--- src/rtl/dmem_arb_pkg.sv ---
// Shared types and defaults for the DataMemory port arbiter.
package dmem_arb_pkg;
  typedef enum logic [1:0] {IDLE, ISSUE, WAIT, ACK} arb_state_t;

  localparam logic OWNER_CPU = 1'b0;
  localparam logic OWNER_DBG = 1'b1;

  localparam int DEF_ADDR_W   = 16;
  localparam int DEF_DATA_W   = 16;
  localparam int DEF_READ_LAT = 1;
  localparam int DEF_MAX_WAIT = 4;
endpackage

--- src/rtl/dmem_port_arbiter.sv ---
// Two-requester (CPU / debug) front end for the single-port synchronous DataMemory.
// Fixed CPU priority with a lost-arbitration counter that lets debug win a tie.
module dmem_port_arbiter
  import dmem_arb_pkg::*;
#(
  parameter int ADDR_W   = DEF_ADDR_W,
  parameter int DATA_W   = DEF_DATA_W,
  parameter int READ_LAT = DEF_READ_LAT,
  parameter int MAX_WAIT = DEF_MAX_WAIT
) (
  input  logic              i_clk,
  input  logic              i_rst_n,
  input  logic              i_cpu_req,
  input  logic              i_cpu_we,
  input  logic [ADDR_W-1:0] i_cpu_addr,
  input  logic [DATA_W-1:0] i_cpu_wdata,
  output logic              o_cpu_ack,
  output logic [DATA_W-1:0] o_cpu_rdata,
  input  logic              i_dbg_req,
  input  logic              i_dbg_we,
  input  logic [ADDR_W-1:0] i_dbg_addr,
  input  logic [DATA_W-1:0] i_dbg_wdata,
  output logic              o_dbg_ack,
  output logic [DATA_W-1:0] o_dbg_rdata,
  output logic [ADDR_W-1:0] o_mem_address,
  output logic [DATA_W-1:0] o_mem_data,
  output logic              o_mem_wren,
  input  logic [DATA_W-1:0] i_mem_q,
  output logic              o_busy,
  output logic              o_owner
);
  localparam int LAT_W = $clog2(READ_LAT + 1);
  localparam int CNT_W = $clog2(MAX_WAIT + 1);

  arb_state_t        r_state, w_next;
  logic              w_grant, w_grant_dbg, w_last_wait;
  logic              r_owner, r_we;
  logic [ADDR_W-1:0] r_addr;
  logic [DATA_W-1:0] r_wdata;
  logic [LAT_W-1:0]  r_lat;
  logic [CNT_W-1:0]  r_wait_cnt;
  logic [DATA_W-1:0] r_cpu_rdata, r_dbg_rdata;

  assign w_last_wait = (r_state == WAIT) && (r_lat == LAT_W'(READ_LAT - 1));

  always_ff @(posedge i_clk or negedge i_rst_n) begin
    if (!i_rst_n) r_state <= IDLE;
    else          r_state <= w_next;
  end

  always_comb begin
    w_next      = r_state;
    w_grant     = 1'b0;
    w_grant_dbg = 1'b0;
    case (r_state)
      IDLE: begin
        if (i_cpu_req || i_dbg_req) begin
          w_grant     = 1'b1;
          // Debug wins only when alone or once it has lost MAX_WAIT ties in a row.
          w_grant_dbg = i_dbg_req && (!i_cpu_req || r_wait_cnt == CNT_W'(MAX_WAIT));
          w_next      = ISSUE;
        end
      end
      ISSUE:   w_next = r_we ? ACK : WAIT;
      WAIT:    if (w_last_wait) w_next = ACK;
      ACK:     w_next = IDLE;
      default: w_next = IDLE;
    endcase
  end

  always_ff @(posedge i_clk or negedge i_rst_n) begin
    if (!i_rst_n) begin
      r_owner     <= OWNER_CPU;
      r_we        <= 1'b0;
      r_addr      <= '0;
      r_wdata     <= '0;
      r_lat       <= '0;
      r_wait_cnt  <= '0;
      r_cpu_rdata <= '0;
      r_dbg_rdata <= '0;
    end else begin
      if (w_grant) begin
        r_owner <= w_grant_dbg ? OWNER_DBG : OWNER_CPU;
        r_we    <= w_grant_dbg ? i_dbg_we    : i_cpu_we;
        r_addr  <= w_grant_dbg ? i_dbg_addr  : i_cpu_addr;
        r_wdata <= w_grant_dbg ? i_dbg_wdata : i_cpu_wdata;
        if (w_grant_dbg)
          r_wait_cnt <= '0;
        else if (i_dbg_req && r_wait_cnt != CNT_W'(MAX_WAIT))
          r_wait_cnt <= r_wait_cnt + 1'b1;
      end
      if (r_state == ISSUE)     r_lat <= '0;
      else if (r_state == WAIT) r_lat <= r_lat + 1'b1;
      if (w_last_wait) begin
        if (r_owner == OWNER_DBG) r_dbg_rdata <= i_mem_q;
        else                      r_cpu_rdata <= i_mem_q;
      end
    end
  end

  // Address/data come straight from the grant latches so they hold between accesses.
  assign o_mem_address = r_addr;
  assign o_mem_data    = r_wdata;
  assign o_mem_wren    = (r_state == ISSUE) && r_we;
  assign o_cpu_ack     = (r_state == ACK) && (r_owner == OWNER_CPU);
  assign o_dbg_ack     = (r_state == ACK) && (r_owner == OWNER_DBG);
  assign o_cpu_rdata   = r_cpu_rdata;
  assign o_dbg_rdata   = r_dbg_rdata;
  assign o_busy        = (r_state != IDLE);
  assign o_owner       = r_owner;
endmodule

--- config.mk ---
export PLATFORM = sky130hd
export DESIGN_NAME = dmem_port_arbiter
export DESIGN_NICKNAME = d
export VERILOG_FILES = /design/src/rtl/dmem_arb_pkg.sv /design/src/rtl/dmem_port_arbiter.sv
export SDC_FILE = /design/constraint.sdc
export NUM_CORES = 1
export LEC_CHECK = 0
export ABC_AREA = 1
export CORE_ASPECT_RATIO = 1.4
export CORE_MARGIN = 5
export CORE_UTILIZATION = 38
export DETAILED_ROUTE_END_ITERATION = 12
export PLACE_DENSITY = 0.73
export SYNTH_ARGS = -nofsm -noshare
export SYNTH_HDL_FRONTEND = slang
export SYNTH_SLANG_ARGS = --single-unit
--- constraint.sdc ---
create_clock -name i_clk -period 1.43 [get_ports i_clk]
set_input_delay 0.286 -clock i_clk [delete_from_list [all_inputs] [get_ports i_clk]]
set_output_delay 0.286 -clock i_clk [all_outputs]
set_load 0.1 [all_outputs]
==> impl_metrics.csv <==
group,metric,value,unit
worst_hold_path,hold_path.class,"in2async",
critical_path,critPathSlowestCell,"dfrtp_1",
sta,clock_skew,0.00859,ns
floorplan,fp.dieH,125,µm
critical_path,path_class,"reg2out",
floorplan,dieArea,0.0115,mm²
critical_path,rr_endpoint,"o_mem_data[9]$_DFFE_PN0P_",
cells_and_area,mostFrequentLayoutCell,"nand2_1",
synthesis,synth_area,0.00357,mm²
synthesis,syn_nets,553,
critical_path,cp_data_arrival_time,1.36,ns
clock_network,cts_tree,"done",
cells_and_area,diodes,0,
synthesis,synth_edf_count,0,
clock_network,clockRootBuffer,"clkbuf_16",
sta,period_needed,1.65,ns
sta,rsz0062_at_grt,"yes",
sta,setup_viol,28,
synthesis,synth-seq-area-share,50.4,%
synthesis,ys_async_sr_fraction,100,%
cells_and_area,final_net_count,721,
clock_network,clock_latency,0.33,ns
synthesis,synth_top_area_share,50.4,%
drt,detail-route-antenna-nets,0,
floorplan,rows,42,
synthesis,synth_top_area_cell,"dfrtp_1",
synthesis,ys_types,18,
cells_and_area,fillCellCount,683,
synthesis,yosys_register_bits,72,
global_route,globalRoute.totalOverflow,0,
sta,drv_slew,0,
synthesis,avgSynthCellArea,7.77,µm²
drt,wl_per_cell,14.9,µm
placed_design,gp_congestion,0.809,
floorplan,coreArea,0.00935,mm²
clock_network,cts_inserted_buffers,9,
global_route,grt_usage,19.4,%
synthesis,syn_inst,460,
critical_path,rrSetupSlack,-0.04,ns
run_status,status,"finished with violations",
sta,tightest_slew,0.312,ns
synthesis,synth_flop_cell,"dfrtp_1",
placed_design,io_buffers,154,
global_route,first_global_vias,3725,
critical_path,required,1.14,ns
critical_path,crit_chain,"inv_2 > ha_4 > nand2_4 > clkinvlp_4 > buf_12",
placed_design,dpl.cell_count,721,
drt,viasPerCell,4.79,
critical_path,cp.buffers_inverters,3,
global_route,grt_max_degree,34,
sta,timing.fmax,0.606,GHz
cells_and_area,most-common-layout-cells,"nand2_1, inv_1, clkdlybuf4s50_1",
critical_path,critPathTopFamily,"flip-flops",
clock_network,cts.path.max_buffers,2,
clock_network,cts_sinks,72,
drt,drcViolationCount,0,
cells_and_area,multi_input_area,0.00135,mm²
sta,holdWs,0.394,ns
critical_path,end_kind,"output pin",
floorplan,io_pins,155,
run_status,violations,"negative setup slack",
critical_path,r2r-start,"r_state[0]$_DFFE_PN0P_",
sta,min_period_over_period,115,%
clock_network,htreeDepth,3,
drt,finalWirelength,11.1,mm
critical_path,r2r_cells,8,
cells_and_area,ff_latch_area,0.00181,mm²
placed_design,dp_hpwl,8.28,mm
global_route,grt_pass1_wl,17.9,mm
floorplan,die_x,91.9,µm
flow_run,maxCapViolCount,0,
critical_path,path_max_fanout,3,
critical_path,cp-start-kind,"register",
cells_and_area,stdcell_area,0.00655,mm²
cells_and_area,area_delta_synth_final,83.4,%
drt,via_count,3561,
sta,finalWorstSetupSlack,-0.220,ns
synthesis,synth.area.top_cells,"dfrtp_1, nand2_1, nand3_1",
cells_and_area,drive_gt1_share,21.5,%
sta,finalHoldViolations,0,
sta,slew-limit-headroom,79.2,%
global_route,grt_antenna_before_repair,0,
drt,dr.pass1.iters,4,
floorplan,start_util,38.2,%
placed_design,place_area,0.00608,mm²
drt,drtIter0Drc,100,
synthesis,ys_warn_count,0,
cells_and_area,stdcell_count,743,
critical_path,max_stage_delay,0.42,ns
clock_network,cts.clk_slew.worst_paths,0.06,ns
## synthesized netlist by cell type, types with 2 or more instances
cell type / number
nor2_1: 3
o21ai_0: 37
ha_1: 7
nand2_1: 145
inv_4: 2
nand2_2: 2
dfrtp_1: 72
nand3_1: 73
clkbuf_1: 2
inv_1: 92
buf_6: 5
buf_2: 8
buf_4: 7
## logic make-up after synthesis
logic type	count (synthesis)	share of synthesized area, %
AOI/OAI and AO/OA	38	5.43
adders and majority gates	7	2.45
buffers and inverters	117	14.5
DFF	72	50.4
and+or+nand+nor	226	27.2
## flip-flops by register name, indices dropped and copies added, names as in the netlist
name           count
o_mem_address     16
r_wait_cnt         3
r_lat              1
o_mem_data        16
o_dbg_rdata       16
o_cpu_rdata       16
r_we               1
r_state            2
o_owner            1
## metrics by stage
stage	TNS (ns)	util, %	worst slack, ns
6_report	-1.09	70.0	-0.220
5_1_grt	-5.45	70.0	-0.255
4_1_cts	-1.17	68.8	-0.197
3_5_place_dp	-3.34	65.0	-0.141
3_3_place_gp	-2.31	65.0	-0.105
2_1_floorplan	-0.0121	-	-0.00909
## final cells by class
class | count | share of cell area [%]
clock buffers | 11 | 3.86
well taps | 110 | 2.10
flip-flops and latches | 72 | 27.6
multi-input cells | 271 | 20.6
inverters | 95 | 5.79
clock inverters | 5 | 0.840
repair buffers | 179 | 39.2
## worst reg2reg max path, stage by stage (launching register included)
cell and delay, ns:
dfrtp_2 0.48, inv_4 0.12, ha_4 0.18, nand2_2 0.07, inv_4 0.09, buf_12 0.16
nand3_1 0.10, nand3_1 0.10, nand2_1 0.06
## per-layer routing
layer	share of wire (%)	vias up	GRT usage, %
li1	-	1724	-
met1	36	1674	20.2
met4	2.1	0	8.49
met2	52	146	33.5
met5	0	-	0
met3	10	17	8.22
## repair_timing
item                       4_1_cts  5_1_grt
setup buffers                    2        1
gates resized for setup          4       25
hold buffers                     1        0
gates cloned                     0        2
hold endpoints to repair        19        0
pin swaps                        2        2
setup endpoints to repair       11       72
## worst max-delay path by stage
| stage | startpoint | to | slack [ns] | depth (start not counted) |
|---|---|---|---|---|
| floorplan | o_owner$_DFFE_PN0P_ | o_dbg_ack | -0.009 | 2 |
| global placement | i_cpu_req | o_mem_data[9]$_DFFE_PN0P_ | -0.11 | 6 |
| CTS | r_state[0]$_DFFE_PN0P_ | o_dbg_ack | -0.20 | 4 |
| detailed placement | i_cpu_req | o_mem_data[9]$_DFFE_PN0P_ | -0.14 | 6 |
| finish | r_state[1]$_DFFE_PN0P_ | o_mem_wren | -0.22 | 5 |
| global route | r_state[1]$_DFFE_PN0P_ | o_mem_wren | -0.25 | 5 |
Power is not shown: default switching activity piles up to over one toggle a cycle in this logic, so the estimate is an artifact.
